[config.mk]
export PLATFORM = sky130hd
export DESIGN_NAME = script_sequencer
export DESIGN_NICKNAME = d
export VERILOG_FILES = /design/src/rtl/script_sequencer.sv
export SDC_FILE = /design/constraint.sdc
export NUM_CORES = 1
export LEC_CHECK = 0
export ABC_AREA = 1
export ABC_CLOCK_PERIOD_IN_PS = 5200
export CELL_PAD_IN_SITES_DETAIL_PLACEMENT = 1
export CELL_PAD_IN_SITES_GLOBAL_PLACEMENT = 2
export CORE_ASPECT_RATIO = 0.7
export CORE_MARGIN = 1
export CORE_UTILIZATION = 34
export DETAILED_ROUTE_END_ITERATION = 8
export GPL_TIMING_DRIVEN = 0
export PLACE_DENSITY = 0.9
export SLEW_MARGIN = 20
export SYNTH_ARGS = -nofsm -noshare
export SYNTH_HDL_FRONTEND = slang
export SYNTH_SLANG_ARGS = --single-unit
[constraint.sdc]
create_clock -name clk -period 5.2 [get_ports clk]
set_clock_uncertainty 0.2 [all_clocks]
set_input_delay 1.04 -clock clk [delete_from_list [all_inputs] [get_ports clk]]
set_output_delay 1.04 -clock clk [all_outputs]
set_load 0.02 [all_outputs]
[src/rtl/script_sequencer.sv]
`default_nettype none
// ============================================================================
// Module : script_sequencer
// Walks script memory, dispatches action/game words to their units and runs
// jump/wait words locally. Optional watchdog: define SEQ_WATCHDOG_EN.
// Rev    : 1.0  initial release
// ============================================================================

module script_sequencer #(
    parameter int ADDR_W   = 8,
    parameter int TICK_DIV = 100000,
    parameter int WDOG_CYC = 50000000
) (
    input  logic              clk,
    input  logic              rst_n,
    input  logic              start,
    input  logic              stop,
    output logic [ADDR_W-1:0] mem_addr,
    input  logic [15:0]       mem_data,
    input  logic              feedback_sig,
    output logic              act_start,
    output logic [7:0]        act_num,
    output logic [1:0]        act_func,
    input  logic              act_done,
    output logic              game_start,
    output logic [7:0]        game_num,
    input  logic              game_done,
    output logic              busy,
    output logic              halted,
    output logic              err,
    output logic [ADDR_W-1:0] pc
);

    localparam int            TW          = (TICK_DIV > 1) ? $clog2(TICK_DIV) : 1;
    localparam logic [TW-1:0] c_TICK_LAST = TW'(TICK_DIV - 1);
    localparam logic [2:0]    c_OP_END    = 3'd0;
    localparam logic [2:0]    c_OP_ACT    = 3'd1;
    localparam logic [2:0]    c_OP_JMP    = 3'd2;
    localparam logic [2:0]    c_OP_WAIT   = 3'd3;
    localparam logic [2:0]    c_OP_GAME   = 3'd4;

    typedef enum logic [2:0] {
        S_IDLE, S_FETCH, S_DECODE, S_EXEC_ACT, S_EXEC_GAME, S_WAIT, S_HALT
    } state_t;

    state_t            state_q, state_d;
    logic [ADDR_W-1:0] pc_q, pc_d;
    logic [15:0]       ir_q, ir_d;
    logic              fetch_wait_q, fetch_wait_d;
    logic [7:0]        act_num_q, act_num_d;
    logic [1:0]        act_func_q, act_func_d;
    logic [7:0]        game_num_q, game_num_d;
    logic              err_q, err_d;
    logic [TW-1:0]     tick_q, tick_d;
    logic [7:0]        left_q, left_d;

    logic [ADDR_W-1:0] w_num_pc;
    logic [ADDR_W-1:0] w_pc_inc;
    logic [1:0]        w_func;
    logic [2:0]        w_op;
    logic              w_unused_ok;

    assign w_num_pc = ADDR_W'(ir_q[15:8]);
    assign w_pc_inc = pc_q + ADDR_W'(1);
    assign w_func   = ir_q[4:3];
    assign w_op     = ir_q[2:0];

`ifdef SEQ_WATCHDOG_EN
    localparam int            WW          = $clog2(WDOG_CYC + 1);
    localparam logic [WW-1:0] c_WDOG_LAST = WW'(WDOG_CYC - 1);
    logic [WW-1:0] wdog_q, wdog_d;
    logic          w_guarded;
    assign w_guarded   = (state_q == S_EXEC_ACT) || (state_q == S_EXEC_GAME) ||
                         ((state_q == S_WAIT) && (w_func != 2'b00));
    assign w_unused_ok = ^ir_q[7:6];
`else
    assign w_unused_ok = ^{ir_q[7:6], (WDOG_CYC > 0)};
`endif

    always_comb begin
        state_d      = state_q;
        pc_d         = pc_q;
        ir_d         = ir_q;
        fetch_wait_d = fetch_wait_q;
        act_num_d    = act_num_q;
        act_func_d   = act_func_q;
        game_num_d   = game_num_q;
        err_d        = err_q;
        tick_d       = tick_q;
        left_d       = left_q;
        act_start    = 1'b0;
        game_start   = 1'b0;

        if (stop) begin
            state_d      = S_IDLE;
            pc_d         = '0;
            err_d        = 1'b0;
            fetch_wait_d = 1'b0;
        end else begin
            case (state_q)
                S_IDLE, S_HALT: begin
                    if (start) begin
                        state_d      = S_FETCH;
                        pc_d         = '0;
                        err_d        = 1'b0;
                        fetch_wait_d = 1'b0;
                    end
                end
                // First FETCH cycle presents the address, the second sees the word.
                S_FETCH: begin
                    if (!fetch_wait_q) begin
                        fetch_wait_d = 1'b1;
                    end else begin
                        fetch_wait_d = 1'b0;
                        ir_d         = mem_data;
                        state_d      = S_DECODE;
                        if (mem_data[2:0] == c_OP_ACT) begin
                            act_num_d  = mem_data[15:8];
                            act_func_d = mem_data[4:3];
                        end
                        if (mem_data[2:0] == c_OP_GAME) begin
                            game_num_d = mem_data[15:8];
                        end
                    end
                end
                S_DECODE: begin
                    case (w_op)
                        c_OP_ACT: begin
                            act_start = 1'b1;
                            state_d   = S_EXEC_ACT;
                        end
                        c_OP_GAME: begin
                            game_start = 1'b1;
                            state_d    = S_EXEC_GAME;
                        end
                        c_OP_JMP: begin
                            state_d = S_FETCH;
                            case (w_func)
                                2'b00:   pc_d = w_num_pc;
                                2'b01:   pc_d = feedback_sig ? w_num_pc : w_pc_inc;
                                2'b10:   pc_d = feedback_sig ? w_pc_inc : w_num_pc;
                                default: pc_d = ir_q[5] ? (pc_q - w_num_pc) : (pc_q + w_num_pc);
                            endcase
                        end
                        c_OP_WAIT: begin
                            if (w_func == 2'b11) begin
                                state_d = S_HALT;
                                err_d   = 1'b1;
                            end else begin
                                state_d = S_WAIT;
                                tick_d  = '0;
                                left_d  = ir_q[15:8];
                            end
                        end
                        c_OP_END: state_d = S_HALT;
                        default: begin
                            state_d = S_HALT;
                            err_d   = 1'b1;
                        end
                    endcase
                end
                S_EXEC_ACT: begin
                    if (act_done) begin
                        pc_d    = w_pc_inc;
                        state_d = S_FETCH;
                    end
                end
                S_EXEC_GAME: begin
                    if (game_done) begin
                        pc_d    = w_pc_inc;
                        state_d = S_FETCH;
                    end
                end
                S_WAIT: begin
                    case (w_func)
                        2'b00: begin
                            if (left_q == 8'd0) begin
                                pc_d    = w_pc_inc;
                                state_d = S_FETCH;
                            end else if (tick_q == c_TICK_LAST) begin
                                tick_d = '0;
                                left_d = left_q - 8'd1;
                                if (left_q == 8'd1) begin
                                    pc_d    = w_pc_inc;
                                    state_d = S_FETCH;
                                end
                            end else begin
                                tick_d = tick_q + TW'(1);
                            end
                        end
                        2'b01, 2'b10: begin
                            if (feedback_sig == w_func[0]) begin
                                pc_d    = w_pc_inc;
                                state_d = S_FETCH;
                            end
                        end
                        default: begin
                            state_d = S_HALT;
                            err_d   = 1'b1;
                        end
                    endcase
                end
                default: state_d = S_IDLE;
            endcase
        end

`ifdef SEQ_WATCHDOG_EN
        // Count only while parked in a state; any transition restarts the count.
        wdog_d = '0;
        if (!stop && (state_d == state_q) && w_guarded) begin
            if (wdog_q == c_WDOG_LAST) begin
                state_d = S_HALT;
                err_d   = 1'b1;
            end else begin
                wdog_d = wdog_q + WW'(1);
            end
        end
`endif
    end

    always_ff @(posedge clk or negedge rst_n) begin
        if (!rst_n) begin
            state_q      <= S_IDLE;
            pc_q         <= '0;
            ir_q         <= '0;
            fetch_wait_q <= 1'b0;
            act_num_q    <= '0;
            act_func_q   <= '0;
            game_num_q   <= '0;
            err_q        <= 1'b0;
            tick_q       <= '0;
            left_q       <= '0;
        end else begin
            state_q      <= state_d;
            pc_q         <= pc_d;
            ir_q         <= ir_d;
            fetch_wait_q <= fetch_wait_d;
            act_num_q    <= act_num_d;
            act_func_q   <= act_func_d;
            game_num_q   <= game_num_d;
            err_q        <= err_d;
            tick_q       <= tick_d;
            left_q       <= left_d;
        end
    end

`ifdef SEQ_WATCHDOG_EN
    always_ff @(posedge clk or negedge rst_n) begin
        if (!rst_n) begin
            wdog_q <= '0;
        end else begin
            wdog_q <= wdog_d;
        end
    end
`endif

    assign mem_addr = pc_q;
    assign pc       = pc_q;
    assign act_num  = act_num_q;
    assign act_func = act_func_q;
    assign game_num = game_num_q;
    assign err      = err_q;
    assign halted   = (state_q == S_HALT);
    assign busy     = (state_q != S_IDLE) && (state_q != S_HALT);

endmodule

`default_nettype wire

==> results by group, run 1 <==
Outcome
  • Run status: completed

STA
  • Worst slew margin: 0.582
  • Final period utilization: 0.656
  • Total Neg Setup Slack: 0 ns
  • Final setup violation count: 0
  • Fmax: roughly 0.29 GHz
  • Worst Tran Pin Value: 0.622 ns
  • Min Tclk post-route: 3.41 ns
  • RSZ-0062 raised after global routing: false
  • Final Hold Viols: 0
  • Worst hold margin: a little under 0.3 ns
  • Fin. max-slew vios: 0

Global routing
  • First-pass GRT wire length: 24,800 µm
  • Pin count of the biggest net entering global routing: 38
  • Total GRT Usage: 0.226
  • Gr ovfl total: 0
  • Initial antenna violation count: 0
  • Vias in the first global route: around 4,800

Yosys
  • Syn Inst Count: approximately 670
  • Post-synth top area share: 0.376
  • Most used DFF post-synth: dfrtp_1
  • FFs w/ async S/R, synth: 1.00
  • Synthesized flop and latch total: 70
  • Synthesized cell area: roughly 0.0047 mm²
  • Netlist cell types: 42
  • Syn. warnings: 0
  • Register area share after synthesis: 0.376
  • Mean Syn Cell Area: about 7.0 µm²
  • Synth area leader: dfrtp_1
  • Syn Nets: between 700 and 800
  • Post-synth EDFFs: 0
  • Ranking of synthesized cells by area: dfrtp_1 (38%), nand2_1 (15%), o21ai_0 (7.5%), inv_1 (7.1%), nor2_1 (5.1%)

Worst setup path
  • Crit. End Element: primary output
  • Worst path arrival time: around 2.2 ns
  • WS Path Type: flop to primary output
  • Critical Path Fanout Max: 10
  • Critical Path Start Type: flop
  • CP Data Required Time: around 4 ns

Finish
  • Most common cell after layout, fill and taps aside: nand2_1
  • P&R area growth vs syn: 24.9%
  • Share of cells above drive strength 1: 0.0701
  • # nets final: a little under 800
  • Finished Cell Area: between 0.005 and 0.006 mm²
  • Fill cell count: around 1,700
  • Antenna cells: 0
  • Commonest non-fill, non-tap cells in the layout: nand2_1 (191), inv_1 (88), o21ai_0 (70), dfrtp_1 (70), nor2_1 (63)

Clock network
  • CTS Root Cell: clkbuf_16
  • Post-CTS Setup Bufs: 0
  • CTS tree: done
  • Post-CTS sizing: 0
  • CTS Buffer Depth: 2
  • Total CTS buffers: 9
  • Reg clk slew, reported paths: 0.06 ns
  • H-tree depth: 3
  • Post-CTS Hold Buffers: 0
  • Clk sinks: 70
  • Worst-skew pair later-pin latency: between 0.3 and 0.4 ns

Die
  • Rows: 35
  • Die W: about 140 µm
  • Initial core utilization: 0.352
  • DIE HEIGHT: ~100 µm
  • Area of the core: roughly 0.013 mm²
  • I/O pin cnt: 62
  • Die Area: approximately 0.014 mm²

Routing
  • Via Count: between 4,000 and 5,000
  • DRT iter0 DRCs: between 200 and 250
  • Post-DR wirelength/cell: between 15 and 20 µm
  • Drt total wl: around 15,000 µm
  • Detailed Routing Iterations Pass 1: 4
  • Via-per-instance ratio: ~5.1
  • # DRC: 0
  • Routed Antenna Nets: 0

Hold path
  • Hold Crit Class: flop to flop

Power
  • Lkg Pwr: 2.79 nW
  • PwrDens: ~540 mW/mm²
  • Worst VDD drop: approximately 0.00020 V

Job
  • Max-Cap Viols: 0

Placed design
  • Final Wtd Congestion: ~0.86
  • Hpwl dp: ~12,000 µm
  • DP Area: 0.00549 mm²
  • Port bufs: a little under 60
report_power, final:
group | switching (mW) | internal, mW
Combinational | 0.953 | 0.534
Sequential | 0.209 | 0.739
Clock | 0.254 | 0.437
final cells by class:
class | count | area, µm² | share of cell area
multi-input cells | 484 | 2430 | 0.417
plain buffers | 20 | 134 | 0.0230
clock inverters | 6 | 92.6 | 0.0159
clock buffers | 10 | 239 | 0.0410
inverters | 93 | 350 | 0.0601
well taps | 185 | 231 | 0.0397
repair buffers | 59 | 598 | 0.103
flip-flops and latches | 70 | 1750 | 0.301
stage by stage:
step                power, mW  utilization  setup WS, ns  std cells
floorplan                1.89            -          2.32        667
global placement         2.34        0.413         0.275        910
detailed placement       2.42        0.414          1.82        911
CTS                      3.14        0.439          1.78        927
global route             3.37        0.439          1.60        927
finish                   3.13        0.439          1.79        927
registers in the layout (all words and copies together) (netlist names):
| signal | cells |
|---|---|
| ir_q | 14 |
| err | 1 |
| act_func | 2 |
| state_q | 3 |
| act_num | 8 |
| mem_addr | 8 |
| fetch_wait_q | 1 |
| tick_q | 17 |
| game_num | 8 |
| left_q | 8 |
critical path: stages (launching register included):
cell             delay, ns
dfrtp_1               0.44
inv_2                 0.09
nor2_4                0.17
nand2_4               0.13
nor2_1                0.20
inv_1                 0.08
nor2_1                0.10
clkdlybuf4s50_1       0.61
cell usage after synthesis, types with 4 or more instances:
cell type  number
a21oi_1        21
buf_4           9
clkbuf_1        6
dfrtp_1        70
ha_1           17
inv_1          88
inv_2           4
nand2_1       191
nand3_1        46
nand4_1        17
nor2_1         63
nor2_4          5
nor3_1         10
o21ai_0        70
xor2_1         13
kinds of logic (layout without fill, tap and decap cells):
logic type	count (synthesis)	in the layout	synth area share
and+or+nand+nor	344	344	0.319
adders and majority gates	18	18	0.0499
AOI/OAI and AO/OA	107	107	0.123
xor gates and xnor gates	15	15	0.0282
DFF	70	70	0.376
buffers and inverters	113	188	0.104
metal layers:
metal | share of wire | routed length (µm) | up-vias | GRT usage
met5 | 0 | 0 | - | 0
met4 | 0.0076 | 115 | 0 | 0.0513
met3 | 0.063 | 957 | 9 | 0.0463
met2 | 0.42 | 6370 | 114 | 0.342
met1 | 0.51 | 7650 | 2289 | 0.331
li1 | - | - | 2279 | -
worst paths after layout:
| check | startpoint | endpoint | slack, ns | cells past startpoint |
|---|---|---|---|---|
| max in group asynchronous | rst_n | tick_q[8]$_DFFE_PN0P_ | 3.76 | 2 |
| max reg2reg | ir_q[8]$_DFFE_PN0P_ | mem_addr[7]$_DFFE_PN0P_ | 2.41 | 17 |
| min reg2reg | left_q[5]$_DFFE_PN0P_ | left_q[5]$_DFFE_PN0P_ | 0.30 | 2 |
| max | state_q[1]$_DFFE_PN0P_ | act_start | 1.79 | 7 |
| min | left_q[5]$_DFFE_PN0P_ | left_q[5]$_DFFE_PN0P_ | 0.30 | 2 |
| min in group asynchronous | rst_n | fetch_wait_q$_DFFE_PN0P_ | 0.45 | 1 |
Note: power is estimated with default switching activity, not from simulation.
==> run 2: changes to the inputs <==
--- a/config.mk
+++ b/config.mk
@@ -6,15 +6,15 @@
 export NUM_CORES = 1
 export LEC_CHECK = 0
 export ABC_AREA = 1
-export ABC_CLOCK_PERIOD_IN_PS = 5200
+export ABC_CLOCK_PERIOD_IN_PS = 3550
 export CELL_PAD_IN_SITES_DETAIL_PLACEMENT = 1
 export CELL_PAD_IN_SITES_GLOBAL_PLACEMENT = 2
 export CORE_ASPECT_RATIO = 0.7
 export CORE_MARGIN = 1
-export CORE_UTILIZATION = 34
+export CORE_UTILIZATION = 31
 export DETAILED_ROUTE_END_ITERATION = 8
 export GPL_TIMING_DRIVEN = 0
-export PLACE_DENSITY = 0.9
+export PLACE_DENSITY = 0.83
 export SLEW_MARGIN = 20
 export SYNTH_ARGS = -nofsm -noshare
 export SYNTH_HDL_FRONTEND = slang
==> constraint.sdc (replaced) <==
create_clock -name clk -period 3.55 [get_ports clk]
set_clock_uncertainty 0.2 [all_clocks]
set_input_delay 0.71 -clock clk [delete_from_list [all_inputs] [get_ports clk]]
set_output_delay 0.71 -clock clk [all_outputs]
set_load 0.02 [all_outputs]
==> run 2 against run 1 <==
  * Routed wire length up 0.74%
  * First-iteration DRC count is 13% higher
  * Cell count increased by 1.1%
  * Setup slack worse by 1.3 ns
  * Clock power increased by 59%
  * Core utilization is 4.0 points lower
  * Critical path type unchanged
  * Highest routed layer unchanged
==> results by group, run 2 (synthesis results as in run 1) <==
Placed design
  • Hpwl dp: between 10,000 and 15,000 µm
  • Final Wtd Congestion: approximately 0.84
  • Port bufs: 58
  • Pre-CTS setup slack: 0.712 ns

Worst setup path
  • Crit. End Element: primary output
  • Worst path arrival time: 2.15 ns
  • WS Path Type: flop to primary output
  • R2R depth: 19
  • Critical Path Start Type: flop
  • CP Data Required Time: between 2 and 3 ns
  • Critical Path Fanout Max: 10

Global routing
  • Gr ovfl total: 0
  • Initial antenna violation count: 0
  • Pin count of the biggest net entering global routing: 39
  • Vias in the first global route: ~4,700
  • Total GRT Usage: 0.211
  • First-pass GRT wire length: about 25,000 µm

Clock network
  • Post-CTS Hold Buffers: 0
  • Worst-skew pair later-pin latency: between 0.3 and 0.4 ns
  • H-tree depth: 3
  • Reg clk slew, reported paths: 0.06 ns
  • Total CTS buffers: 9
  • CTS Buffer Depth: 2
  • CTS tree: done
  • Post-CTS sizing: 0
  • Clk sinks: 70
  • Post-CTS Setup Bufs: 0
  • CTS Root Cell: clkbuf_16

STA
  • Final setup violation count: 0
  • Post-route setup slack: slightly below 0.5 ns
  • Fin. max-slew vios: 0
  • Min Tclk post-route: between 3 and 4 ns
  • Worst slew margin: 0.586
  • Worst Tran Pin Value: approximately 0.62 ns
  • Final period utilization: 0.861
  • Final Hold Viols: 0
  • Fmax: 0.327 GHz
  • RSZ-0062 raised after global routing: false

Finish
  • P&R area growth vs syn: 25.7%
  • Biggest regs: tick_q x17, ir_q x14
  • Biggest register: tick_q
  • Antenna cells: 0
  • Largest register FFs: 17
  • Share of cells above drive strength 1: 0.0701
  • Multi-input logic area: about 0.0024 mm²
  • Final core occ: 0.399
  • Fill cell count: 1,816
  • # nets final: 778
  • Commonest non-fill, non-tap cells in the layout: nand2_1 (191), inv_1 (88), o21ai_0 (70), dfrtp_1 (70), nor2_1 (63)
  • FF+latch area: 0.00175 mm²
  • Most common cell after layout, fill and taps aside: nand2_1

Die
  • Die W: approximately 150 µm
  • Area of the core: around 0.015 mm²
  • DIE HEIGHT: 105 µm
  • Die Area: ~0.016 mm²
  • Initial core utilization: 0.318
  • Rows: 37
  • I/O pin cnt: slightly above 60

Routing
  • Via Count: between 4,000 and 5,000
  • # DRC: 0
  • Detailed Routing Iterations Pass 1: 4
  • DRT iter0 DRCs: between 200 and 300
  • Drt total wl: 15,200 µm
  • Post-DR wirelength/cell: approximately 16 µm
  • Via-per-instance ratio: approximately 5
  • Routed Antenna Nets: 0

Power
  • Lkg Pwr: between 2 and 3 nW
  • Overall Power: approximately 4.6 mW
  • PwrDens: approximately 800 mW/mm²
  • Worst VDD drop: approximately 0.00033 V

Job
  • Max-Cap Viols: 0

Hold path
  • Hold Crit Class: input port to async pin

Outcome
  • Run status: completed
-- run 2: layer usage --
layer,part of all wire,vias to the layer above,GRT usage
li1,-,2286,-
met1,0.53,2257,0.325
met2,0.40,92,0.286
met3,0.060,10,0.0576
met4,0.0086,0,0.0464
met5,0,-,0
-- run 2: final cells by class --
type	count	share of cell area
clock inverter	6	0.0199
buffer	20	0.0228
inverter	93	0.0598
multi-input combinational	484	0.414
clock buffer	10	0.0408
timing repair buffer	59	0.102
sequential	70	0.299
tap	195	0.0416
-- run 2: worst paths after layout --
kind	start	slack, ns	end
worst max register to register	ir_q[8]$_DFFE_PN0P_	0.73	mem_addr[7]$_DFFE_PN0P_
min in group clk	left_q[5]$_DFFE_PN0P_	0.29	left_q[5]$_DFFE_PN0P_
worst max-delay path	state_q[1]$_DFFE_PN0P_	0.49	game_start
worst min-delay path	rst_n	0.10	tick_q[14]$_DFFE_PN0P_
max in group asynchronous	rst_n	2.46	mem_addr[7]$_DFFE_PN0P_
worst min register to register	left_q[5]$_DFFE_PN0P_	0.29	left_q[5]$_DFFE_PN0P_
-- run 2: through the flow --
| step | hold WS [ns] | instances | setup TNS [ns] | instance area, µm² |
|---|---|---|---|---|
| floorplan | 0.214 | 667 | 0 | 4660 |
| global placement | 0.263 | 920 | -80.53 | 5490 |
| detailed placement | 0.272 | 921 | 0 | 5510 |
| CTS | 0.116 | 937 | 0 | 5860 |
| global route | 0.129 | 937 | 0 | 5860 |
| finish | 0.105 | 937 | 0 | 5860 |
-- run 2: worst max-delay path: stages, from the launching register on --
cell	delay (ns)
dfrtp_1	0.44
inv_2	0.09
nor2_4	0.15
nand2_4	0.12
nor2_1	0.19
inv_1	0.08
nor2_1	0.10
clkdlybuf4s50_1	0.61
-- run 2: report_power, final --
group / leakage (nW) / internal [mW] / switching, mW
sequential: 0.916 / 1.08 / 0.305
clock: 0.173 / 0.711 / 0.392
combinational: 1.72 / 0.782 / 1.38
==> run 3: changes to the inputs <==
--- a/config.mk
+++ b/config.mk
@@ -15,6 +15,7 @@
 export DETAILED_ROUTE_END_ITERATION = 8
 export GPL_TIMING_DRIVEN = 0
 export PLACE_DENSITY = 0.83
+export SKIP_LAST_GASP = 1
 export SLEW_MARGIN = 20
 export SYNTH_ARGS = -nofsm -noshare
 export SYNTH_HDL_FRONTEND = slang
==> results of run 3 <==
Final layout, timing and power as in run 2 (identical DEF).
